`src/rtl/mux_rr_arbiter_if.sv`:
```
// Requester/consumer bundle for the round-robin output-channel arbiter.
// The arbiter takes the master side; producers and the consumer sit on the slave side.
interface mux_rr_arbiter_if #(
    parameter int N = 4,
    parameter int W = 8
);
    localparam int SW = $clog2(N);

    logic [N-1:0]   req;
    logic [N*W-1:0] din;
    logic [N-1:0]   ready;
    logic [W-1:0]   dout;
    logic           dvalid;
    logic           dready;
    logic [SW-1:0]  sel;
    logic [N-1:0]   gnt;
    logic           busy;

    modport master (
        input  req, din, dready,
        output ready, dout, dvalid, sel, gnt, busy
    );

    modport slave (
        output req, din, dready,
        input  ready, dout, dvalid, sel, gnt, busy
    );
endinterface

```
`src/rtl/mux_rr_arbiter.sv`:
```
// Round-robin burst arbiter steering an N:1 tree of 2:1 muxes onto one valid/ready channel.
//   state   | meaning
//   S_IDLE  | no grant; gnt=0, waiting for any req
//   S_GRANT | sel owns the channel for up to MAX_BURST accepted beats
module mux_rr_arbiter #(
    parameter int N         = 4,
    parameter int W         = 8,
    parameter int MAX_BURST = 4
) (
    input  logic            clk,
    input  logic            rst_n,
    mux_rr_arbiter_if.master bus
);
    localparam int SW = $clog2(N);
    localparam int NP = 1 << SW;
    localparam int CW = 8;

    typedef enum logic {S_IDLE, S_GRANT} state_t;

    state_t        state;
    logic [SW-1:0] sel;
    logic [SW-1:0] ptr;
    logic [N-1:0]  gnt;
    logic [CW-1:0] cnt;

    logic          busy;
    logic          xfer;
    logic          release_a;
    logic          release_b;
    logic          do_release;
    logic [SW-1:0] ptr_next;
    logic [SW-1:0] base;
    logic [N-1:0]  cand;
    logic          win_found;
    logic [SW-1:0] win_idx;
    logic [W-1:0]  tree [NP];

    assign busy       = (state == S_GRANT);
    assign bus.busy   = busy;
    assign bus.sel    = sel;
    assign bus.gnt    = gnt;
    assign bus.dvalid = bus.req[sel] & busy;
    assign bus.ready  = gnt & {N{bus.dready}};
    assign bus.dout   = busy ? tree[0] : '0;

    assign ptr_next = (sel == SW'(N - 1)) ? '0 : sel + SW'(1);

    always_comb begin
        int idx;
        idx        = 0;
        xfer       = bus.dvalid & bus.dready;
        release_a  = xfer && (cnt == CW'(MAX_BURST - 1));
        release_b  = busy && !bus.req[sel];
        do_release = busy && (release_a || release_b);
        // After a release the scan restarts just past the holder, which puts the holder last.
        base       = busy ? ptr_next : ptr;
        cand       = bus.req;
        if (release_b) cand[sel] = 1'b0;
        win_found  = 1'b0;
        win_idx    = '0;
        for (int k = N - 1; k >= 0; k--) begin
            idx = int'(base) + k;
            if (idx >= N) idx = idx - N;
            if (cand[idx]) begin
                win_found = 1'b1;
                win_idx   = SW'(idx);
            end
        end
    end

    // Binary tree of 2:1 muxes; stage s consumes select bit s.
    always_comb begin
        for (int i = 0; i < NP; i++) tree[i] = '0;
        for (int i = 0; i < N; i++) tree[i] = bus.din[i*W +: W];
        for (int s = 0; s < SW; s++) begin
            for (int j = 0; j < (NP >> (s + 1)); j++) begin
                tree[j] = sel[s] ? tree[2*j+1] : tree[2*j];
            end
        end
    end

    always_ff @(posedge clk or negedge rst_n) begin
        if (!rst_n) begin
            state <= S_IDLE;
            sel   <= '0;
            ptr   <= '0;
            gnt   <= '0;
            cnt   <= '0;
        end else begin
            case (state)
                S_IDLE: begin
                    if (win_found) begin
                        state <= S_GRANT;
                        sel   <= win_idx;
                        gnt   <= N'(1) << win_idx;
                        cnt   <= '0;
                    end
                end
                S_GRANT: begin
                    if (do_release) begin
                        ptr <= ptr_next;
                        cnt <= '0;
                        if (win_found) begin
                            sel <= win_idx;
                            gnt <= N'(1) << win_idx;
                        end else begin
                            state <= S_IDLE;
                            gnt   <= '0;
                        end
                    end else if (xfer) begin
                        cnt <= cnt + CW'(1);
                    end
                end
                default: state <= S_IDLE;
            endcase
        end
    end
endmodule
```
`src/flat_wrapper.sv`:
```
// flat-port wrapper written by rule: the top's interface ports become plain ports
module mux_rr_arbiter_flat 
#(
    parameter int N         = 4,
    parameter int W         = 8,
    parameter int MAX_BURST = 4
)
  (clk, rst_n, bus_req, bus_din, bus_dready, bus_ready, bus_dout, bus_dvalid, bus_sel, bus_gnt, bus_busy);
  mux_rr_arbiter_if #(.N(N), .W(W)) bus_i ();
  input  logic clk;
  input  logic rst_n;
  input wire logic [$bits(bus_i.req)-1:0] bus_req;
  input wire logic [$bits(bus_i.din)-1:0] bus_din;
  input wire logic [$bits(bus_i.dready)-1:0] bus_dready;
  output wire logic [$bits(bus_i.ready)-1:0] bus_ready;
  output wire logic [$bits(bus_i.dout)-1:0] bus_dout;
  output wire logic [$bits(bus_i.dvalid)-1:0] bus_dvalid;
  output wire logic [$bits(bus_i.sel)-1:0] bus_sel;
  output wire logic [$bits(bus_i.gnt)-1:0] bus_gnt;
  output wire logic [$bits(bus_i.busy)-1:0] bus_busy;
  assign bus_i.req = bus_req;
  assign bus_i.din = bus_din;
  assign bus_i.dready = bus_dready;
  assign bus_ready = bus_i.ready;
  assign bus_dout = bus_i.dout;
  assign bus_dvalid = bus_i.dvalid;
  assign bus_sel = bus_i.sel;
  assign bus_gnt = bus_i.gnt;
  assign bus_busy = bus_i.busy;
  mux_rr_arbiter #(.N(N), .W(W), .MAX_BURST(MAX_BURST)) u_core (.clk(clk), .rst_n(rst_n), .bus(bus_i));
endmodule
```
`config.mk`:
```
export PLATFORM = sky130hd
export DESIGN_NAME = mux_rr_arbiter_flat
export DESIGN_NICKNAME = d
export VERILOG_FILES = /design/src/rtl/mux_rr_arbiter_if.sv /design/src/rtl/mux_rr_arbiter.sv /design/src/flat_wrapper.sv
export SDC_FILE = /design/constraint.sdc
export NUM_CORES = 1
export LEC_CHECK = 0
export ABC_AREA = 1
export CORE_AREA = 10 10 74 76
export CTS_CLUSTER_DIAMETER = 50
export DETAILED_ROUTE_END_ITERATION = 16
export DIE_AREA = 0 0 84 86
export PLACE_DENSITY = 0.74
export REMOVE_ABC_BUFFERS = 1
export SLEW_MARGIN = 20
export SYNTH_ARGS = -nofsm -noshare
export SYNTH_HDL_FRONTEND = slang
export SYNTH_SLANG_ARGS = --single-unit
```
`constraint.sdc`:
```
create_clock -name clk -period 2.38 [get_ports clk]
set_input_delay 0.357 -clock clk [delete_from_list [all_inputs] [get_ports clk]]
set_output_delay 0.357 -clock clk [all_outputs]
set_load 0.01 [all_outputs]
```
==> flow_summary.toml <==
[outcome]
status = "finished clean"

[floorplan]
rows = 23
start_util = 0.392
die_area_mm2 = 0.00722
fp.coreArea_mm2 = 0.00397
io_pins = 59
fp.dieH_um = 86
die_w_um = 84

[sta]
setup_viol = 0
period_minus_slack_ps = 2220
finalSetupTns_ps = 0
rsz0062_at_grt = "no"
hold_viol_final = 0
maxSlewViolCount = 0
tightestPinTransition_ps = 735
max-slew-margin-rel = 0.509
max_freq_mhz = 450
fin_crit_sh = 0.934
fin_skew_ps = 1.78

[grt]
grt_pass1_wl_mm = 8.11
grt-busiest-layer = "met2"
antenna_found_initial = 0
grtUsageTotal = 0.130
grt_max_degree = 21
use_met1 = 0.156
grtUsageMet2 = 0.236
grt_pass1_vias = 1637
grt_overflow_total = 0
grtUsageMet3 = 0.0227

[yosys]
ys_seq_elements = 17
synth_top_area_share = 0.273
synth_area_mm2 = 0.00156
synthTopCellsByArea = "dfrtp_1, nand2_1, nor2_1, nand3_1, o21ai_0"
ys_seq_area_frac = 0.273
synth_top_area_cell = "dfrtp_1"
avgSynthCellArea_um2 = 6.43
synth_cells = 242
synth_cell_types = 29
yosysWarnings = 0

[cells_and_area]
diodes = 0
area_growth_pct = 45.0
nets = 348
drive_gt1_frac = 0.116
fillCellCount = 402
fin_util = 0.568

[critical_path]
arrival_ps = 1870
required_ps = 2020
crit_start = "u_core.bus.sel[0]"
cp-end-kind = "output port"
worstSetupPathType = "reg -> out"
rr_worst_depth = 13
reg2reg_from = "u_core.bus.sel[0]"
worst_setup_path_start_kind = "flip-flop"
critPathMaxFanout = 16

[power]
clkPwrFrac = 0.067
pwr-share-seq = 0.144
switchingPower_w = 0.00160
swShare = 0.512
p_leak_nw = 1.05
power_frac_comb = 0.789
p_per_area_mw_per_mm2 = 1390
internal-power_w = 0.00153
peakVddDrop_mv = 1.09

[placed_design]
port_buffers = 58
dp_hpwl_mm = 3.81
gp_congestion = 0.867

[clocking]
cts_htree_levels = 1
cts_inserted_buffers = 3
cts.clk_slew.worst_paths_ps = 60
cts_tree = "yes"
ctsHoldBuffers = 0
root_buffer = "clkbuf_8"
clock_latency_ps = 250
clock-sinks = 17
cts_max_path_buffers = 2

[detailed_routing]
wl_per_cell_um = 13.2
via_per_inst = 4.80
drt-pass1-iter-count = 5
drt-total-wl_mm = 4.67
drt_iter0_drc = 116
remaining_drc_errors = 0
vias = 1696
antenna_left = 0

[hold_path]
hp-class = "reg -> reg"
hold_depth = 2
min_from = "u_core.bus.gnt[3]"

[run]
drv_cap = 0
-- power groups by stage --
stage | Sequential (W) | Clock, W | Combinational, W
after floorplan | 0.000513 | 0 | 0.00156
after global placement | 0.000448 | 0 | 0.00246
after detailed placement | 0.000450 | 0 | 0.00246
after CTS | 0.000446 | 0.000213 | 0.00248
after global routing | 0.000458 | 0.000229 | 0.00281
final | 0.000450 | 0.000210 | 0.00247
-- state kept, by name, indices dropped and copies added, names as in the netlist --
name and count:
u_core.bus.sel 2, u_core.cnt 8, u_core.ptr 2, u_core.bus.gnt 4, u_core.bus.busy 1
-- worst max-delay path: stages (launching register included) --
cell and delay (ps):
dfrtp_2 450, inv_2 110, buf_4 200, o21ai_0 120, a21oi_1 170, clkdlybuf4s50_1 560
-- cell usage after synthesis, drive strengths merged --
cell     n
nand3   31
a21boi   1
o21ai   24
xnor2    1
nand2   56
a21o     1
xor2     1
a21oi   16
nor3     1
clkinv   1
o311ai   1
o21a     1
clkbuf   3
nor2    47
nor4     3
dfrtp   17
inv     26
o211ai   1
buf      5
ha       5
-- worst paths after layout --
path | endpoint | slack, ps
max | bus_dout[7] | 160
min | u_core.bus.gnt[3] | 510
max reg2reg | u_core.cnt[2] | 220
min reg2reg | u_core.bus.gnt[3] | 510
max in group asynchronous | u_core.bus.sel[0] | 1330
min in group asynchronous | u_core.cnt[7] | 550
-- cells by family after synthesis --
kind of cell / Yosys count / synth area share
AND/OR/NAND/NOR: 138 / 0.408
AO/OA/AOI/OAI: 45 / 0.170
buffers and inverters: 35 / 0.0965
flip-flops: 17 / 0.273
adder cells (fa/ha/maj): 5 / 0.0402
XOR/XNOR: 2 / 0.0113
-- routing by layer --
metal | routed length, µm | vias to the layer above
li1 | - | 908
met1 | 2090 | 747
met2 | 2380 | 37
met3 | 163 | 4
met4 | 39 | 0
met5 | 0 | -
-- layout make-up --
cell class | instances | area [µm²] | area share
inverter | 27 | 101 | 0.0449
multi-input combinational | 190 | 981 | 0.435
timing repair buffer | 65 | 641 | 0.284
sequential | 17 | 427 | 0.189
clock buffer | 4 | 45.0 | 0.0200
tap | 50 | 62.6 | 0.0277
-- what timing repair did --
| action | CTS | global route |
|---|---|---|
| resized for setup | 0 | 3 |
| setup buffers | 0 | 0 |
| endpoints found under the setup margin | 0 | 7 |
| hold endpoints to repair | 0 | 0 |
-- per-stage QoR --
step	instances	area [µm²]	total power [W]	worst slack (ps)	hold slack [ps]
floorplan	234	1510	0.00208	13.6	61.4
global placement	349	2200	0.00290	179	497
detailed placement	349	2200	0.00291	123	491
CTS	353	2250	0.00314	47.6	517
global route	353	2260	0.00350	3.56	551
finish	353	2260	0.00313	157	513
-- layout by cell type, fill, tap and decap left out, types with 2 or more instances in the layout --
master | netlist | layout
clkbuf_8 | 0 | 3
nand3_2 | 4 | 4
nand2_4 | 3 | 3
clkdlybuf4s50_1 | 0 | 58
a21oi_2 | 4 | 4
nor4_1 | 3 | 3
nand3_1 | 27 | 27
nand2_1 | 48 | 48
dfrtp_1 | 17 | 16
nor2_1 | 45 | 45
ha_1 | 5 | 5
a21oi_1 | 12 | 12
inv_2 | 5 | 5
nor2_4 | 2 | 2
inv_1 | 21 | 21
o21ai_0 | 16 | 16
o21ai_1 | 7 | 7
buf_4 | 0 | 6
nand2_2 | 5 | 5
No activity file was read; power rests on OpenSTA's default activity.
